File: config.mk
export PLATFORM = sky130hd
export DESIGN_NAME = reg_file_16b16
export DESIGN_NICKNAME = d
export VERILOG_FILES = /design/src/rtl/reg_file_pkg.sv /design/src/rtl/reg_cell.sv /design/src/rtl/reg_file_16b16.sv
export SDC_FILE = /design/constraint.sdc
export NUM_CORES = 1
export LEC_CHECK = 0
export CORE_AREA = 10 10 177 179
export CTS_CLUSTER_DIAMETER = 50
export DETAILED_ROUTE_END_ITERATION = 10
export DIE_AREA = 0 0 187 189
export DONT_BUFFER_PORTS = 1
export GPL_ROUTABILITY_DRIVEN = 0
export PLACE_DENSITY = 0.6
export SKIP_CTS_REPAIR_TIMING = 1
export SKIP_LAST_GASP = 1
export SYNTH_ARGS = -nofsm -noshare
export SYNTH_HDL_FRONTEND = slang
export SYNTH_SLANG_ARGS = --single-unit
File: constraint.sdc
create_clock -name CLK -period 4.45 [get_ports CLK]
set_input_delay 0.6675 -clock CLK [delete_from_list [all_inputs] [get_ports CLK]]
set_output_delay 0.6675 -clock CLK [all_outputs]
set_load 0.005 [all_outputs]
File: src/rtl/reg_file_pkg.sv
// Shared constants and types for the 16 x 16-bit general-purpose register file.
package reg_file_pkg;

  localparam int DATA_W = 16;
  localparam int ADDR_W = 4;
  localparam int NREGS  = 16;

  typedef logic [DATA_W-1:0] reg_word_t;
  typedef logic [ADDR_W-1:0] reg_addr_t;

endpackage

File: src/rtl/reg_cell.sv
// One register-file word: synchronous clear with priority over the load enable.
module reg_cell
  import reg_file_pkg::*;
(
  input  logic      CLK,
  input  logic      Reset,
  input  logic      En,
  input  reg_word_t D,
  output reg_word_t Q
);

  always_ff @(posedge CLK) begin
    if (Reset) begin
      Q <= '0;
    end else if (En) begin
      Q <= D;
    end
  end

endmodule

File: src/rtl/reg_file_16b16.sv
// 16 x 16-bit register file: one synchronous write port, two combinational read ports.
module reg_file_16b16
  import reg_file_pkg::*;
(
  input  logic              CLK,
  input  logic              Reset,
  input  logic [DATA_W-1:0] DataIn,
  input  logic              Write,
  input  logic [ADDR_W-1:0] WriteAddr,
  input  logic [ADDR_W-1:0] ReadAddrA,
  input  logic [ADDR_W-1:0] ReadAddrB,
  output logic [DATA_W-1:0] ReadDataA,
  output logic [DATA_W-1:0] ReadDataB
);

  logic [NREGS-1:0] writeEn;
  reg_word_t        regQ [NREGS];

  // One-hot write select; all enables stay low when Write is deasserted.
  always_comb begin
    writeEn = '0;
    if (Write) begin
      writeEn[WriteAddr] = 1'b1;
    end
  end

  for (genvar i = 0; i < NREGS; i++) begin : g_cell
    reg_cell uCell (
      .CLK   (CLK),
      .Reset (Reset),
      .En    (writeEn[i]),
      .D     (DataIn),
      .Q     (regQ[i])
    );
  end

  // Reads come straight from the cells, so a same-cycle write is not bypassed.
  assign ReadDataA = regQ[ReadAddrA];
  assign ReadDataB = regQ[ReadAddrB];

endmodule

==> summary.txt, run 1 <==
Synthesis
  – Adder-Cell Fraction of Synth Area: 0
  – Syn nets: 1,515
  – Synthesized area: ~14,000 um^2
  – Synth unique cells: 28
  – Synthesized flop and latch total: about 260
  – Post-synth EDFFs: 0
  – Ys async rst share: 0
  – Leading area contributor after synthesis: dfxtp_1
  – Cell count after synthesis: between 1,000 and 1,500
  – Post-synthesis compound-gate area fraction: 0.223
  – Seq/Total Area, Yosys: 0.376
  – Synthesized area per cell: about 9.2 um^2
  – Post-synth top area share: 0.376
  – Synthesis Warnings: 0
  – Xor and xnor area share after synthesis: 0
  – Dominant combinational cell family by area after synthesis: compound AO/OA/AOI/OAI gates
  – Top post-synthesis cells by area: dfxtp_1, mux4_2, nand3_1, a21oi_1, o21ai_0
  – Mux share of post-synthesis cell area: 0.212
  – Main synth FF type: dfxtp_1
  – Simple-gate area share of the yosys netlist: 0.114

Clock tree
  – Worst-skew pair later-pin latency: around 0.5 ns
  – H-tree depth: 2
  – Clock sink count: approximately 260
  – CTS tree: yes
  – Num CTS Buffers: 34
  – Worst-case clock buffer depth: 3
  – Root Buffer: clkbuf_16
  – Clock-pin slew on the worst setup and hold paths: 0.06 ns

Floorplanning
  – Core area: about 28,000 um^2
  – Die footprint: 35,300 um^2
  – Rows: a little over 60
  – Initial core utilization: 0.494
  – Io pins: 63
  – Chip width: 187 um
  – Die Span Y: roughly 190 um

Critical path
  – Startpoint Class: input pin
  – Crit path DAT: approximately 2.4 ns
  – Worst Path Required: 3.78 ns
  – CP Max Fanout: 16
  – CP Capture Type: output pin
  – Critical path class: in2out

Hold path
  – Hold Crit Class: in2reg

STA
  – Final Hold Fails: 0
  – Slew HR: 0.0288
  – Fmax: 328 MHz
  – Final setup fails: 0
  – Final max-slew violation count: 0
  – Final worst-path cycle share: 0.685
  – Crit path time final: ~3.1 ns
  – Worst-margin pin slew: roughly 1.5 ns
  – Fin Clk Skew: 0 ns
  – Setup TNS: 0 ns
  – RSZ-0062 raised after global routing: no

GRT
  – Grt total ovfl: 0
  – Largest net degree at the start of global routing: roughly 260
  – Global-route wire length before repair: around 73 mm
  – Initial antenna violation count: 0
  – GR Util All Layers: 0.261
  – Vias in the first global route: about 12,000

Layout
  – ANT cells: 0
  – Nets: between 1,000 and 1,500
  – Reg with most FFs: g_cell.uCell.Q
  – Largest regs: g_cell.uCell.Q (256)
  – Area growth from synthesis to layout: 5.42%
  – Layout cell share with drive strength beyond 1: 0.157
  – Fin util: 0.521
  – Fin area: ~14,000 um^2
  – Largest register FFs: approximately 260

Place
  – PortBufs: 0
  – Post-DP Area: about 13,000 um^2
  – Final HPWL DP: approximately 24 mm

Route
  – Vias: between 10,000 and 15,000
  – Antenna-violating nets left: 0
  – Drt pass-1 iters: 7
  – Number of remaining DRC errors: 0
  – Starting DRT DRC Count: between 1,500 and 2,000
  – Final wirelength: just under 50 mm
  – Per-cell routed wire length: 27.8 um
  – DR vias/cell: roughly 7.1

Power
  – Leakage power: around 4.4 nW
  – Peak supply drop: between 0.2 and 0.3 mV
  – Power Total: 5.41 mW
  – Power density over the cells: 376 nW/um^2

Status
  – Status: finished clean

Flow run
  – Maxcap violations: 0
-- through the flow --
step           instances  worst slack (ns)  hold WS (ns)
6_report            1725              1.40         0.253
3_3_place_gp        1665              1.53         0.466
3_5_place_dp        1665              1.55         0.473
5_1_grt             1725              1.47         0.234
2_1_floorplan       1484              2.03         0.459
4_1_cts             1725              1.55         0.237
-- critical path, stage by stage --
cell and delay (ns):
nor2_2 1.07, a22oi_1 0.30, nand2_1 0.33
-- cell families after synthesis --
| logic type | Yosys count |
|---|---|
| AOI/OAI and AO/OA | 576 |
| and+or+nand+nor | 312 |
| muxes | 128 |
| DFF | 256 |
| buffers and inverters | 212 |
-- cell type report --
cell class	count	area, um^2
sequential	256	5120
clock buffer	47	983
timing repair buffer	15	113
multi-input combinational	1016	7560
clock inverter	13	129
fill	2555	13200
tap	378	473
-- synthesized netlist by cell type, types with 3 or more instances --
cell	number
and2_1	3
nor2b_1	6
clkbuf_1	113
mux4_1	3
buf_1	6
o21ai_0	196
nand2_1	33
nand3_1	257
mux4_2	123
a22oi_1	64
buf_6	15
buf_4	3
o21ai_1	60
dfxtp_1	256
a21oi_1	256
buf_2	61
clkbuf_2	13
-- path summary, 6_finish.rpt --
check	startpoint	to	slack (ns)	depth (start not counted)
hold / removal	Reset	g_cell[9].uCell.Q[1]$_SDFFE_PP0P_	0.25	1
setup reg to reg	g_cell[13].uCell.Q[6]$_SDFFE_PP0P_	g_cell[13].uCell.Q[6]$_SDFFE_PP0P_	3.69	2
hold reg to reg	g_cell[10].uCell.Q[2]$_SDFFE_PP0P_	g_cell[10].uCell.Q[2]$_SDFFE_PP0P_	0.48	2
setup / recovery	ReadAddrA[2]	ReadDataA[13]	1.40	3
-- per-layer routing --
| metal | routed length (um) | global-route usage |
|---|---|---|
| met1 | 19000 | 0.336 |
| met2 | 22900 | 0.420 |
| met3 | 4580 | 0.0562 |
| met4 | 1590 | 0.105 |
| met5 | 0 | 0 |
-- power breakdown --
part           internal, mW  switching, mW  leakage (nW)
clock network          1.66           1.05         0.536
registers              2.32         0.0189          2.07
logic                 0.112          0.237          1.80
total                  4.10           1.31          4.40
-- placed cells by master (no fill, tap or decap), drive strengths merged --
cell type / n
nand3: 257
and2: 3
and3b: 2
or2: 1
nor2: 3
nor2b: 6
or3b: 1
o21ai: 256
mux4: 128
clkbuf: 47
nand2: 33
dfxtp: 256
clkinvlp: 4
nand3b: 2
bufinv: 2
buf: 15
clkinv: 7
nor3b: 1
a22oi: 64
nand2b: 2
a21oi: 256
and3: 1
Power figures use the tool's default switching activity.
==> run 2: changes to the inputs <==
==> constraint.sdc (replaced) <==
create_clock -name CLK -period 3.1 [get_ports CLK]
set_input_delay 0.465 -clock CLK [delete_from_list [all_inputs] [get_ports CLK]]
set_output_delay 0.465 -clock CLK [all_outputs]
set_load 0.005 [all_outputs]
==> run 2 against run 1 <==
Effect of this change:
- via count grew 0.35%
- count of clock-buffer cells in the layout up 2
- clock power up 40%
- final cell count rose by 0.58%
- largest cell class unchanged
- critical path depth stayed put
==> summary.txt, run 2 (synthesized netlist as in run 1, its figures left out) <==
Status
  – Status: finished clean

Critical path
  – Crit path DAT: approximately 1.9 ns
  – Critical path class: reg2out
  – CP Capture Type: output pin
  – CP Max Fanout: 3
  – CP cell instances: mux4_2, a22oi_1, nand2_1
  – Startpoint Class: flop
  – Worst Path Required: ~2.6 ns
  – Worst R2R Path Depth: 2
  – CP Capture Point: ReadDataB[13]
  – R2r setup slk: between 2 and 2.5 ns
  – Delay of the slowest critical-path stage: about 0.46 ns
  – Critical path's slowest cell: mux4_2
  – Reg2reg start: g_cell[9].uCell.Q[6]$_SDFFE_PP0P_
  – Reg-to-Reg End: g_cell[9].uCell.Q[6]$_SDFFE_PP0P_
  – Worst setup path startpoint: g_cell[3].uCell.Q[13]$_SDFFE_PP0P_

Route
  – Starting DRT DRC Count: about 1,500
  – Antenna-violating nets left: 0
  – Final wirelength: around 48 mm
  – Drt pass-1 iters: 8
  – Per-cell routed wire length: around 27 um
  – DR vias/cell: slightly above 7
  – Number of remaining DRC errors: 0
  – Vias: between 10,000 and 15,000

STA
  – Fin Clk Skew: 0 ns
  – Final Hold Fails: 0
  – Final max-slew violation count: 0
  – Hold Slack: 0.0522 ns
  – Setup TNS: 0 ns
  – Final worst-path cycle share: 0.769
  – Slew HR: 0.349
  – Fmax: roughly 420 MHz
  – Final setup fails: 0
  – Worst-margin pin slew: between 0.9 and 1 ns
  – RSZ-0062 raised after global routing: no
  – Crit path time final: about 2.4 ns

Flow run
  – Maxcap violations: 0

Layout
  – Nets: around 1,400
  – Largest register FFs: between 200 and 300
  – Most frequent cells in the layout: a21oi_1, nand3_1, dfxtp_1, o21ai_0, mux4_2
  – Largest regs: g_cell.uCell.Q (256)
  – Layout cell share with drive strength beyond 1: 0.163
  – Fill cell count: approximately 2,500
  – ANT cells: 0
  – Reg with most FFs: g_cell.uCell.Q
  – Area growth from synthesis to layout: 6.19%

Floorplanning
  – Die footprint: 35,300 um^2
  – Rows: 61
  – Io pins: 63
  – Core area: roughly 28,000 um^2
  – Initial core utilization: 0.494
  – Chip width: between 150 and 200 um
  – Die Span Y: 189 um

GRT
  – Global-route wire length before repair: approximately 73 mm
  – Grt total ovfl: 0
  – Initial antenna violation count: 0
  – GR Util All Layers: 0.259
  – Largest net degree at the start of global routing: 257
  – Vias in the first global route: about 12,000

Power
  – Peak supply drop: between 0.4 and 0.5 mV
  – Power density over the cells: 531 nW/um^2
  – Leakage power: roughly 4.5 nW

Clock tree
  – Clock-pin slew on the worst setup and hold paths: around 0.060 ns
  – Worst-case clock buffer depth: 3
  – Worst-skew pair later-pin latency: roughly 0.5 ns
  – Clock sink count: 256
  – Num CTS Buffers: 34
  – CTS tree: yes
  – Root Buffer: clkbuf_16
  – H-tree depth: 2

Place
  – Final HPWL DP: 24.1 mm
  – PortBufs: 0

Hold path
  – Hold Crit Class: in2reg
  – HP Start: Reset
[run 2: cell types whose count changed in the layout (fill, tap and decap cells not counted)]
cell and delta:
inv_6 +5, clkbuf_1 +1, buf_4 +5, clkinv_2 -2, clkbuf_8 +3, clkinv_4 -1
bufinv_16 -1, clkbuf_16 -2, clkinvlp_4 -3, buf_12 +5
[run 2: worst min path at each step]
stage	endpoint	cells after the start	slack [ns]
after floorplan	g_cell[14].uCell.Q[8]$_SDFFE_PP0P_	2	0.46
after global routing	g_cell[13].uCell.Q[15]$_SDFFE_PP0P_	1	0.04
after global placement	g_cell[14].uCell.Q[1]$_SDFFE_PP0P_	2	0.47
after CTS	g_cell[15].uCell.Q[15]$_SDFFE_PP0P_	1	0.04
after detailed placement	g_cell[6].uCell.Q[2]$_SDFFE_PP0P_	2	0.47
final	g_cell[15].uCell.Q[15]$_SDFFE_PP0P_	1	0.05
[run 2: cell type report]
cell class	instances	area, um^2	area share
clock inverters	11	101	0.00699
repair buffers	25	250	0.0173
flip-flops and latches	256	5120	0.354
well taps	378	473	0.0326
clock buffers	49	978	0.0675
multi-input cells	1016	7560	0.522
[run 2: report_power, final]
part           total (mW)  switching, mW  internal (mW)
clock network        3.82           1.53           2.29
logic               0.514          0.339          0.175
registers            3.36         0.0271           3.33
[run 2: per-stage QoR]
| stage | setup WS, ns | instance area [um^2] | util | std cells | power [mW] |
|---|---|---|---|---|---|
| floorplan | 1.09 | 13600 | - | 1484 | 3.94 |
| global placement | 1.07 | 13400 | 0.485 | 1675 | 3.93 |
| detailed placement | 1.09 | 13400 | 0.485 | 1675 | 3.93 |
| CTS | 0.760 | 14500 | 0.524 | 1735 | 7.70 |
| global route | 0.695 | 14500 | 0.524 | 1735 | 7.88 |
| finish | 0.717 | 14500 | 0.524 | 1735 | 7.70 |
[run 2: worst max-delay path, delay by kind of cell (launching register included)]
| kind | cells | cell delay, ns |
|---|---|---|
| mux | 1 | 0.46 |
| compound gates | 1 | 0.46 |
| flops | 1 | 0.32 |
| simple gates | 1 | 0.17 |
[run 2: layer usage]
metal / global-route usage / up-vias / part of all wire
li1: - / 5285 / -
met1: 0.336 / 6132 / 0.40
met2: 0.418 / 688 / 0.47
met3: 0.0542 / 107 / 0.10
met4: 0.0940 / 0 / 0.030
met5: 0 / - / 0
